===== src/rtl/k423_pipe_pkg.sv =====
// k423 pipeline payload types and shared helpers for the inter-stage buffers.
package k423_pipe_pkg;

  localparam int CORE_ADDR_W   = 32;
  localparam int CORE_XLEN     = 32;
  localparam int INST_RSDIDX_W = 5;
  localparam int RSD_SIZE_W    = 2;
  localparam int INST_W        = 32;

  typedef struct packed {
    logic [CORE_ADDR_W-1:0] pc;
    logic [INST_W-1:0]      inst;
  } if2id_payload_t;

  typedef struct packed {
    logic [CORE_ADDR_W-1:0]   pc;
    logic [INST_W-1:0]        inst;
    logic                     rd_vld;
    logic [INST_RSDIDX_W-1:0] rd_idx;
    logic [CORE_XLEN-1:0]     rs1_val;
    logic [CORE_XLEN-1:0]     rs2_val;
    logic [CORE_XLEN-1:0]     imm;
  } id2ex_payload_t;

  typedef struct packed {
    logic [CORE_ADDR_W-1:0]   pc;
    logic                     rd_vld;
    logic [INST_RSDIDX_W-1:0] rd_idx;
    logic [CORE_XLEN-1:0]     rd;
    logic                     rd_load;
    logic [RSD_SIZE_W-1:0]    load_size;
    logic                     load_unsigned;
    logic [CORE_ADDR_W-1:0]   load_addr;
    logic                     br_tkn;
    logic [CORE_ADDR_W-1:0]   br_pc;
  } ex2wb_payload_t;

  localparam int IF2ID_W = $bits(if2id_payload_t);
  localparam int ID2EX_W = $bits(id2ex_payload_t);
  localparam int EX2WB_W = $bits(ex2wb_payload_t);

  // Pointer width for a buffer of the given depth; a single-entry buffer still
  // gets a one-bit pointer so that every vector has a legal width.
  function automatic int buf_ptr_w(input int depth);
    return (depth > 1) ? $clog2(depth) : 1;
  endfunction

endpackage


===== src/rtl/k423_pipe_buf_ctrl.sv =====
// Pointer, occupancy and handshake control for the k423 pipeline buffer (no data path).
module k423_pipe_buf_ctrl
  import k423_pipe_pkg::*;
#(
  parameter int DEPTH        = 2,
  parameter bit PASSTHRU_RDY = 1'b1,
  parameter int PTR_W        = buf_ptr_w(DEPTH),
  parameter int CNT_W        = $clog2(DEPTH + 1)
) (
  input  logic             clk,
  input  logic             rst,
  input  logic             flush,
  input  logic             stall,
  input  logic             up_vld,
  input  logic             dn_rdy,
  output logic             up_rdy,
  output logic             dn_vld,
  output logic             enq,
  output logic             deq,
  output logic [PTR_W-1:0] wr_ptr,
  output logic [PTR_W-1:0] rd_ptr,
  output logic [CNT_W-1:0] count
);

  localparam logic [CNT_W-1:0] FULL_CNT = CNT_W'(DEPTH);
  localparam logic [PTR_W-1:0] LAST_PTR = PTR_W'(DEPTH - 1);

  logic empty;
  logic full;

  assign empty  = (count == CNT_W'(0));
  assign full   = (count == FULL_CNT);
  // Head is only offered when neither a stall nor a flush is pending.
  assign dn_vld = ~empty & ~stall & ~flush;
  // Ready never looks at up_vld; the pass-through term lets a full buffer
  // accept when the head is leaving in the same cycle.
  assign up_rdy = ~full | (PASSTHRU_RDY & dn_rdy & ~stall & ~empty);
  assign enq    = up_vld & up_rdy & ~flush;
  assign deq    = dn_vld & dn_rdy;

  // Pointer and occupancy state: flush clears everything, otherwise move on enq/deq.
  always_ff @(posedge clk or posedge rst) begin
    if (rst) begin
      wr_ptr <= PTR_W'(0);
      rd_ptr <= PTR_W'(0);
      count  <= CNT_W'(0);
    end else if (flush) begin
      wr_ptr <= PTR_W'(0);
      rd_ptr <= PTR_W'(0);
      count  <= CNT_W'(0);
    end else begin
      if (enq) begin
        wr_ptr <= (wr_ptr == LAST_PTR) ? PTR_W'(0) : wr_ptr + PTR_W'(1);
      end else begin
        wr_ptr <= wr_ptr;
      end
      if (deq) begin
        rd_ptr <= (rd_ptr == LAST_PTR) ? PTR_W'(0) : rd_ptr + PTR_W'(1);
      end else begin
        rd_ptr <= rd_ptr;
      end
      case ({enq, deq})
        2'b10:   count <= count + CNT_W'(1);
        2'b01:   count <= count - CNT_W'(1);
        default: count <= count;
      endcase
    end
  end

endmodule


===== src/rtl/k423_pipe_stage_buf.sv =====
// Generic k423 inter-stage elastic buffer: DEPTH-entry FIFO with valid/ready on both sides.
module k423_pipe_stage_buf
  import k423_pipe_pkg::*;
#(
  parameter int DATA_W        = 32,
  parameter int DEPTH         = 2,
  parameter bit PASSTHRU_RDY  = 1'b1,
  parameter bit ZERO_ON_FLUSH = 1'b1
) (
  input  logic                       clk_i,
  input  logic                       rst_i,
  input  logic                       flush_i,
  input  logic                       stall_i,
  input  logic                       up_vld_i,
  output logic                       up_rdy_o,
  input  logic [DATA_W-1:0]          up_data_i,
  output logic                       dn_vld_o,
  input  logic                       dn_rdy_i,
  output logic [DATA_W-1:0]          dn_data_o,
  output logic [$clog2(DEPTH+1)-1:0] count_o
);

  localparam int PTR_W = buf_ptr_w(DEPTH);
  localparam int CNT_W = $clog2(DEPTH + 1);

  logic [DATA_W-1:0] mem [DEPTH];
  logic [PTR_W-1:0]  wr_ptr;
  logic [PTR_W-1:0]  rd_ptr;
  logic [CNT_W-1:0]  count;
  logic              enq;
  logic              deq;
  logic [DATA_W-1:0] head;

  k423_pipe_buf_ctrl #(
    .DEPTH        (DEPTH),
    .PASSTHRU_RDY (PASSTHRU_RDY),
    .PTR_W        (PTR_W),
    .CNT_W        (CNT_W)
  ) u_ctrl (
    .clk    (clk_i),
    .rst    (rst_i),
    .flush  (flush_i),
    .stall  (stall_i),
    .up_vld (up_vld_i),
    .dn_rdy (dn_rdy_i),
    .up_rdy (up_rdy_o),
    .dn_vld (dn_vld_o),
    .enq    (enq),
    .deq    (deq),
    .wr_ptr (wr_ptr),
    .rd_ptr (rd_ptr),
    .count  (count)
  );

  // Storage: cleared on reset (and on flush when configured), written at wr_ptr on enq.
  always_ff @(posedge clk_i or posedge rst_i) begin
    if (rst_i) begin
      for (int i = 0; i < DEPTH; i++) begin
        mem[i] <= DATA_W'(0);
      end
    end else if (flush_i && ZERO_ON_FLUSH) begin
      for (int i = 0; i < DEPTH; i++) begin
        mem[i] <= DATA_W'(0);
      end
    end else begin
      for (int i = 0; i < DEPTH; i++) begin
        if (enq && (wr_ptr == PTR_W'(i))) begin
          mem[i] <= up_data_i;
        end else begin
          mem[i] <= mem[i];
        end
      end
    end
  end

  // Head mux: the slot at rd_ptr is always presented, even when empty.
  always_comb begin
    head = DATA_W'(0);
    for (int i = 0; i < DEPTH; i++) begin
      head = (rd_ptr == PTR_W'(i)) ? mem[i] : head;
    end
  end

  assign dn_data_o = head;
  assign count_o   = count;

endmodule

===== config.mk =====
export PLATFORM = sky130hd
export DESIGN_NAME = k423_pipe_stage_buf
export DESIGN_NICKNAME = d
export VERILOG_FILES = /design/src/rtl/k423_pipe_pkg.sv /design/src/rtl/k423_pipe_buf_ctrl.sv /design/src/rtl/k423_pipe_stage_buf.sv
export SDC_FILE = /design/constraint.sdc
export NUM_CORES = 1
export LEC_CHECK = 0
export BUFFER_PORTS_ARGS = -buffer_cell sky130_fd_sc_hd__buf_2
export CAP_MARGIN = 25
export CORE_MARGIN = 2
export CORE_UTILIZATION = 50
export CTS_CLUSTER_SIZE = 14
export DETAILED_ROUTE_END_ITERATION = 6
export HOLD_SLACK_MARGIN = 0.05
export PLACE_DENSITY = 0.69
export SYNTH_ARGS = -nofsm -noshare
export SYNTH_HDL_FRONTEND = slang
export SYNTH_SLANG_ARGS = --single-unit

===== constraint.sdc =====
create_clock -name clk_i -period 5 [get_ports clk_i]
set_input_delay 1 -clock clk_i [delete_from_list [all_inputs] [get_ports clk_i]]
set_output_delay 1 -clock clk_i [all_outputs]
set_load 0.01 [all_outputs]

==> results.md, run 1 <==
- Outcome: finished clean
- Area grow syn2layout: 14.4%
- Cell count after synthesis: 313
- H-tree depth: 3
- Critical path cell sequence: buf_4 > mux2_2 > buf_2
- Fin Clk Skew: 0.00671 ns
- DRC viols: 0
- WP data required: 4.00 ns
- Total of max-cap violations: 0
- Vias in the first global route: 2467
- First-pass DRT Iterations: 4
- CP top delay family: flip-flops
- Setup crit end kind: primary output
- Ports: 74
- Skew-Pair Late Insertion Delay: 0.33 ns
- Layout cells sized above 1: 43.6%
- Die area: 0.00826 sq mm
- Syn avg cell area: 12.1 sq um
- Mapped Area: 0.00377 sq mm
- Distinct cells, synth: 30
- Final Routed Wirelength: 6860 um
- Dpl cell area: 0.00414 sq mm
- Via density: 4.95
- Final WS setup: 1.97 ns
- Dpl hpwl: 4450 um
- Vias post-DR: 2385
- Tcrit/Tclk final: 60.7%
- First-pass GRT wire length: 11600 um
- Simple-Gate Fraction of Synth Area: 20.9%
- Fin area: 0.00432 sq mm
- TritonCTS buffer count: 9
- CTS tree: done
- VDD IR max: 0.000144 V
- Setup TNS: 0 ns
- GRT overflow: 0
- Row count: 31
- Routability cong.: 0.710
- Sink Count: 68
- Crit path arrival time: 2.03 ns
- Final hold violations: 0
- Post-Syn Nets: 351
- Core Util, Final: 59.2%
- Crit path buf inv count: 2
- Layout Nets: 416
- Post-CTS setup buffer count: 0
- WS Path Type: reg -> out
- Slew headroom: 50.0%
- Final Critical Period: 3.03 ns
- Worst R2R Setup Slack: 3.25 ns
- Yosys reg bits: 68
- Hold Crit Class: reg -> reg
- Ys Warns: 0
- Largest net degree at the start of global routing: 102
- Finished Layout Cells: 482
- Post-synthesis sequential area ratio: 45.1%
- Iteration-0 DRC Markers: 107
- Crit path max fanout: 19
- Static Leak: 0.00221 uW
- PortBufs: 73
- Initial antenna violation count: 0
- Commonest non-fill, non-tap cells in the layout: buf_2 (73), dfrtp_1 (68), mux2i_1 (64), nand2b_1 (57), or2b_2 (37)
- Inserted Diodes: 0
- Clock root buffer: clkbuf_8
- Worst-Margin Slew: 0.750 ns
- Most common cell after layout, fill and taps aside: buf_2
- Number of antenna-violating nets in the routed design: 0
- GRT Total Usage: 17.6%
- Die H: 90.9 um
- Die span in x: 90.9 um
- WL/cell: 14.2 um
- Pre-CTS setup slack: 2.30 ns
- Multiplexer share of the synthesized area: 26.8%
- Initial core utilization: 51.7%
- PwrDens: 285 mW/mm^2
- Cells after DPL: 466
- Adder-cell share of the synthesized area: 0%
- Endpoints failing setup: 0
- Core Region: 0.00729 sq mm
- CP peak stage delay: 0.77 ns
- Nature of the critical path startpoint: flop
- CTS Buffer Depth: 2
- Max Slew Vio Count: 0
- Post-cts sizing count: 0
- Post-synthesis xor/xnor area fraction: 0.232%
- Unrepaired setup endpoints after global routing: false
- Synth Area in Compound Gates: 2.42%
- Max Fclk: 330 MHz
- Hold_buf cts: 0
- CP max stage cell: dfrtp_1
- Largest family of logic cells by synthesized area: multiplexers
- Clk pin slew, worst setup/hold paths: 0.07 ns
## per-layer routing
metal | up-vias | track usage (%) | part of all wire (%)
li1 | 1183 | - | -
met1 | 1142 | 25.1 | 51
met2 | 50 | 26.1 | 43
met3 | 10 | 3.67 | 4.6
met4 | 0 | 7.83 | 1.8
met5 | - | 0 | 0
## final timing paths
| check | start | depth (start not counted) | to |
|---|---|---|---|
| min in group asynchronous | rst_i | 2 | mem[34] |
| hold / removal | mem[62] | 2 | mem[62] |
| setup reg to reg | u_ctrl.count[1] | 3 | mem[21] |
| max in group asynchronous | rst_i | 3 | mem[42] |
| hold reg to reg | mem[62] | 2 | mem[62] |
| setup / recovery | u_ctrl.rd_ptr | 3 | dn_data_o[23] |
## through the flow
| stage | total power (uW) | hold slack, ns |
|---|---|---|
| floorplan | 766 | 0.509 |
| global placement | 818 | 0.525 |
| detailed placement | 822 | 0.529 |
| CTS | 1250 | 0.541 |
| global route | 1290 | 0.556 |
| finish | 1230 | 0.540 |
## cells in the mapped netlist, drive strengths merged
library cell / n / share of area (%)
mux2: 33 / 9.9
a211oi: 2 / 0.73
or3: 1 / 0.17
a21o: 1 / 0.23
a211o: 1 / 0.27
mux2i: 64 / 17
dfrtp: 68 / 45
nor2b: 3 / 0.70
inv: 3 / 0.30
or2b: 39 / 9.0
nor4bb: 1 / 0.27
nor3: 2 / 0.27
xnor2: 1 / 0.23
and4: 1 / 0.27
clkbuf: 12 / 1.2
nand2b: 58 / 9.8
nor2: 2 / 0.20
nand2: 2 / 0.20
a21oi: 4 / 0.53
buf: 12 / 3.0
a2111oi: 1 / 0.40
o21ai: 2 / 0.27
## sequential cells by signal (all words and copies together), names as in the netlist
signal and flops:
u_ctrl.rd_ptr 1, u_ctrl.wr_ptr 1, u_ctrl.count 2, mem 64
## worst reg2reg max path: cells and delay by family, from the launching register on
family	cells	cell delay, ns
simple gates	1	0.28
compound gates	1	0.65
flops	1	0.45
mux	1	0.29
## logic make-up after synthesis
| kind of cell | count (synthesis) |
|---|---|
| AO/OA/AOI/OAI | 11 |
| XOR/XNOR | 1 |
| buffers and inverters | 27 |
| flip-flops | 68 |
| multiplexers | 97 |
| AND/OR/NAND/NOR | 109 |
## cell type report
type                       count  area, sq um
clock inverter                 2         35.0
inverter                       3         11.3
sequential                    68         1700
fill                         651         2980
multi-input combinational    218         1900
timing repair buffer          78          403
tap                           99          124
clock buffer                  14          143
## power by group
group | switching, uW | internal, uW
Sequential | 21.6 | 583
Clock | 192 | 231
Combinational | 99.9 | 104
Total | 314 | 918
Power figures use the tool's default switching activity.
==> run 2: changes to the inputs <==
- PLACE_DENSITY: 0.69 -> 0.72
- clock period: 5 -> 2.6 ns (I/O delays scaled with it)
==> run 2 against run 1 <==
- cell count is the same
- largest power group unchanged
- non-clock buffer count grew 1
- sequential power grew 92%
- flip-flop and latch count is the same
- combinational power grew 97%
- clock skew grew 0.0026 ns
- final area grew 0.90%
- wire length grew 3.5%
- first-iteration DRC count shrank 12%
- global-route usage grew 1.2 points
- critical path depth is the same
- register-to-register slack lost 2.4 ns
==> results.md, run 2 (synthesized netlist as in run 1, its figures left out) <==
- Outcome: finished clean
- Die H: 90.9 um (unchanged)
- Int Pwr: 1790 uW (+95%)
- Number of antenna-violating nets in the routed design: 0 (unchanged)
- Clock root buffer: clkbuf_8
- Endpoints failing setup: 0 (unchanged)
- CP max stage cell: dfrtp_1
- Die area: 0.00826 sq mm (unchanged)
- VDD IR max: 0.000335 V (+130%)
- Final Routed Wirelength: 7100 um (+3.5%)
- Biggest regs: mem x64, u_ctrl.count x2
- Worst-Margin Slew: 0.708 ns (-0.0420 ns)
- Die span in x: 90.9 um (unchanged)
- Slew headroom: 52.8% (+2.8 points)
- GRT Total Usage: 18.8% (+1.2 points)
- CP Launch Point: u_ctrl.rd_ptr
- Initial antenna violation count: 0 (unchanged)
- Hold_buf cts: 0 (unchanged)
- TritonCTS buffer count: 9 (unchanged)
- H-tree depth: 3 (unchanged)
- Post-cts sizing count: 0 (unchanged)
- First-pass DRT Iterations: 4 (unchanged)
- Worst Setup EP: dn_data_o[20]
- Most common cell after layout, fill and taps aside: buf_2
- CTS Buffer Depth: 2 (unchanged)
- Layout Nets: 417 (+0.24%)
- Max Slew Vio Count: 0 (unchanged)
- Crit path arrival time: 1.64 ns (-0.39 ns)
- Tcrit/Tclk final: 83.0%
- Row count: 31 (unchanged)
- Commonest non-fill, non-tap cells in the layout: buf_2 (73), dfrtp_1 (68), mux2i_1 (64), nand2b_1 (57), or2b_2 (37)
- Fin area: 0.00436 sq mm (+0.90%)
- Initial core utilization: 51.7% (unchanged)
- Total of max-cap violations: 0 (unchanged)
- Final Critical Period: 2.16 ns
- DRC viols: 0 (unchanged)
- First-pass GRT wire length: 12600 um (+8.1%)
- WL/cell: 14.7 um (+3.5%)
- Logic pwr share: 16.7% (about the same)
- R2R Path End: mem[21]
- Nature of the critical path startpoint: flop
- CTS tree: done
- Core Util, Final: 59.7% (+0.53 points)
- GRT overflow: 0 (unchanged)
- Vias post-DR: 2402 (+0.71%)
- Crit path buf inv count: 2 (unchanged)
- Largest register FFs: 64 (unchanged)
- Static Leak: 0.00223 uW (+0.78%)
- Routability cong.: 0.748 (+5.4%)
- Fin Clk Skew: 0.00927 ns (+0.00256 ns)
- Critical path cell sequence: buf_12 > mux2_2 > buf_2
- CP peak stage delay: 0.53 ns (-0.24 ns)
- Worst R2R Setup Slack: 0.87 ns (-2.38 ns)
- Biggest register: mem
- Via density: 4.98 (+0.71%)
- # fillers: 654 (+0.46%)
- Reg power frac: 48.4% (-0.7 points)
- Post-CTS setup buffer count: 0 (unchanged)
- Area grow syn2layout: 15.5%
- Largest net degree at the start of global routing: 44 (-57%)
- PwrDens: 551 mW/mm^2 (+93%)
- Core Region: 0.00729 sq mm (unchanged)
- Sink Count: 68 (unchanged)
- Max Fclk: 463 MHz
- Skew-Pair Late Insertion Delay: 0.33 ns (about the same)
- Layout cells sized above 1: 44.1% (+0.52 points)
- Iteration-0 DRC Markers: 94 (-12%)
- Switching pwr: 611 uW (+95%)
- Ports: 74 (unchanged)
- Vias in the first global route: 2555 (+3.6%)
- WP data required: 2.08 ns (-1.92 ns)
- Crit path max fanout: 28 (+9)
- R2R depth: 3 (unchanged)
- Inserted Diodes: 0 (unchanged)
- Dpl cell area: 0.00417 sq mm (+0.79%)
- Dpl hpwl: 4630 um (+4.1%)
- Hold Crit Class: in -> async
- Setup crit end kind: primary output
- PortBufs: 73 (unchanged)
- CP top delay family: flip-flops
- Clock power share: 34.9% (+0.5 points)
- Unrepaired setup endpoints after global routing: false
- Switching share of total power: 25.4% (about the same)
- Final hold violations: 0 (unchanged)
- WS Path Type: reg -> out
- Reg-to-Reg Start: u_ctrl.count[1]
- Worst path depth: 3 (unchanged)
- Clk pin slew, worst setup/hold paths: 0.07 ns (about the same)
- Setup TNS: 0 ns (unchanged)
run 2: cell types whose count changed in the layout (fill, tap and decap cells not counted):
| cell | change |
|---|---|
| buf_12 | +2 |
| buf_4 | -1 |
| clkbuf_1 | -2 |
| clkbuf_8 | +1 |
run 2: area by class of cell:
cell class                 instances  area [sq um]  share of cell area, %
clock buffer                      13           149                   3.42
clock inverter                     2          35.0                  0.804
inverter                           3          11.3                  0.259
multi-input combinational        218          1900                   43.6
sequential                        68          1700                   39.1
tap                               99           124                   2.84
timing repair buffer              79           435                   10.0
run 2: worst min-delay path by stage:
| stage | start | end | slack [ns] | cells after the start |
|---|---|---|---|---|
| 2_1_floorplan | mem[31] | mem[31] | 0.51 | 2 |
| 3_3_place_gp | mem[0] | mem[0] | 0.52 | 2 |
| 3_5_place_dp | mem[23] | mem[23] | 0.53 | 2 |
| 4_1_cts | rst_i | mem[14] | 0.26 | 2 |
| 5_1_grt | rst_i | mem[10] | 0.28 | 2 |
| 6_report | rst_i | mem[12] | 0.24 | 2 |
run 2: worst register-to-register path, stage by stage (launching register included):
cell and delay, ns:
dfrtp_1 0.45, nor2b_4 0.27, a21o_2 0.63, mux2i_1 0.29
run 2: through the flow:
step	hold slack, ns	setup slack (ns)	power, uW	instances
2_1_floorplan	0.509	0.368	1470	313
3_3_place_gp	0.522	0.781	1580	467
3_5_place_dp	0.534	0.762	1590	467
4_1_cts	0.258	0.421	2430	482
5_1_grt	0.275	0.356	2520	482
6_report	0.239	0.442	2400	482
run 2: per-layer routing:
layer	vias up	part of all wire (%)	GRT usage (%)
met5	-	0	0
met4	0	1.2	7.20
met3	7	3.5	3.01
met2	52	43	27.7
met1	1163	52	27.9
li1	1180	-	-
run 2: power groups by stage:
stage	Clock (uW)	Sequential, uW	Combinational (uW)
6_report	838	1160	401
5_1_grt	907	1170	444
3_5_place_dp	0	1180	407
3_3_place_gp	0	1180	402
2_1_floorplan	0	1170	307
4_1_cts	859	1160	409
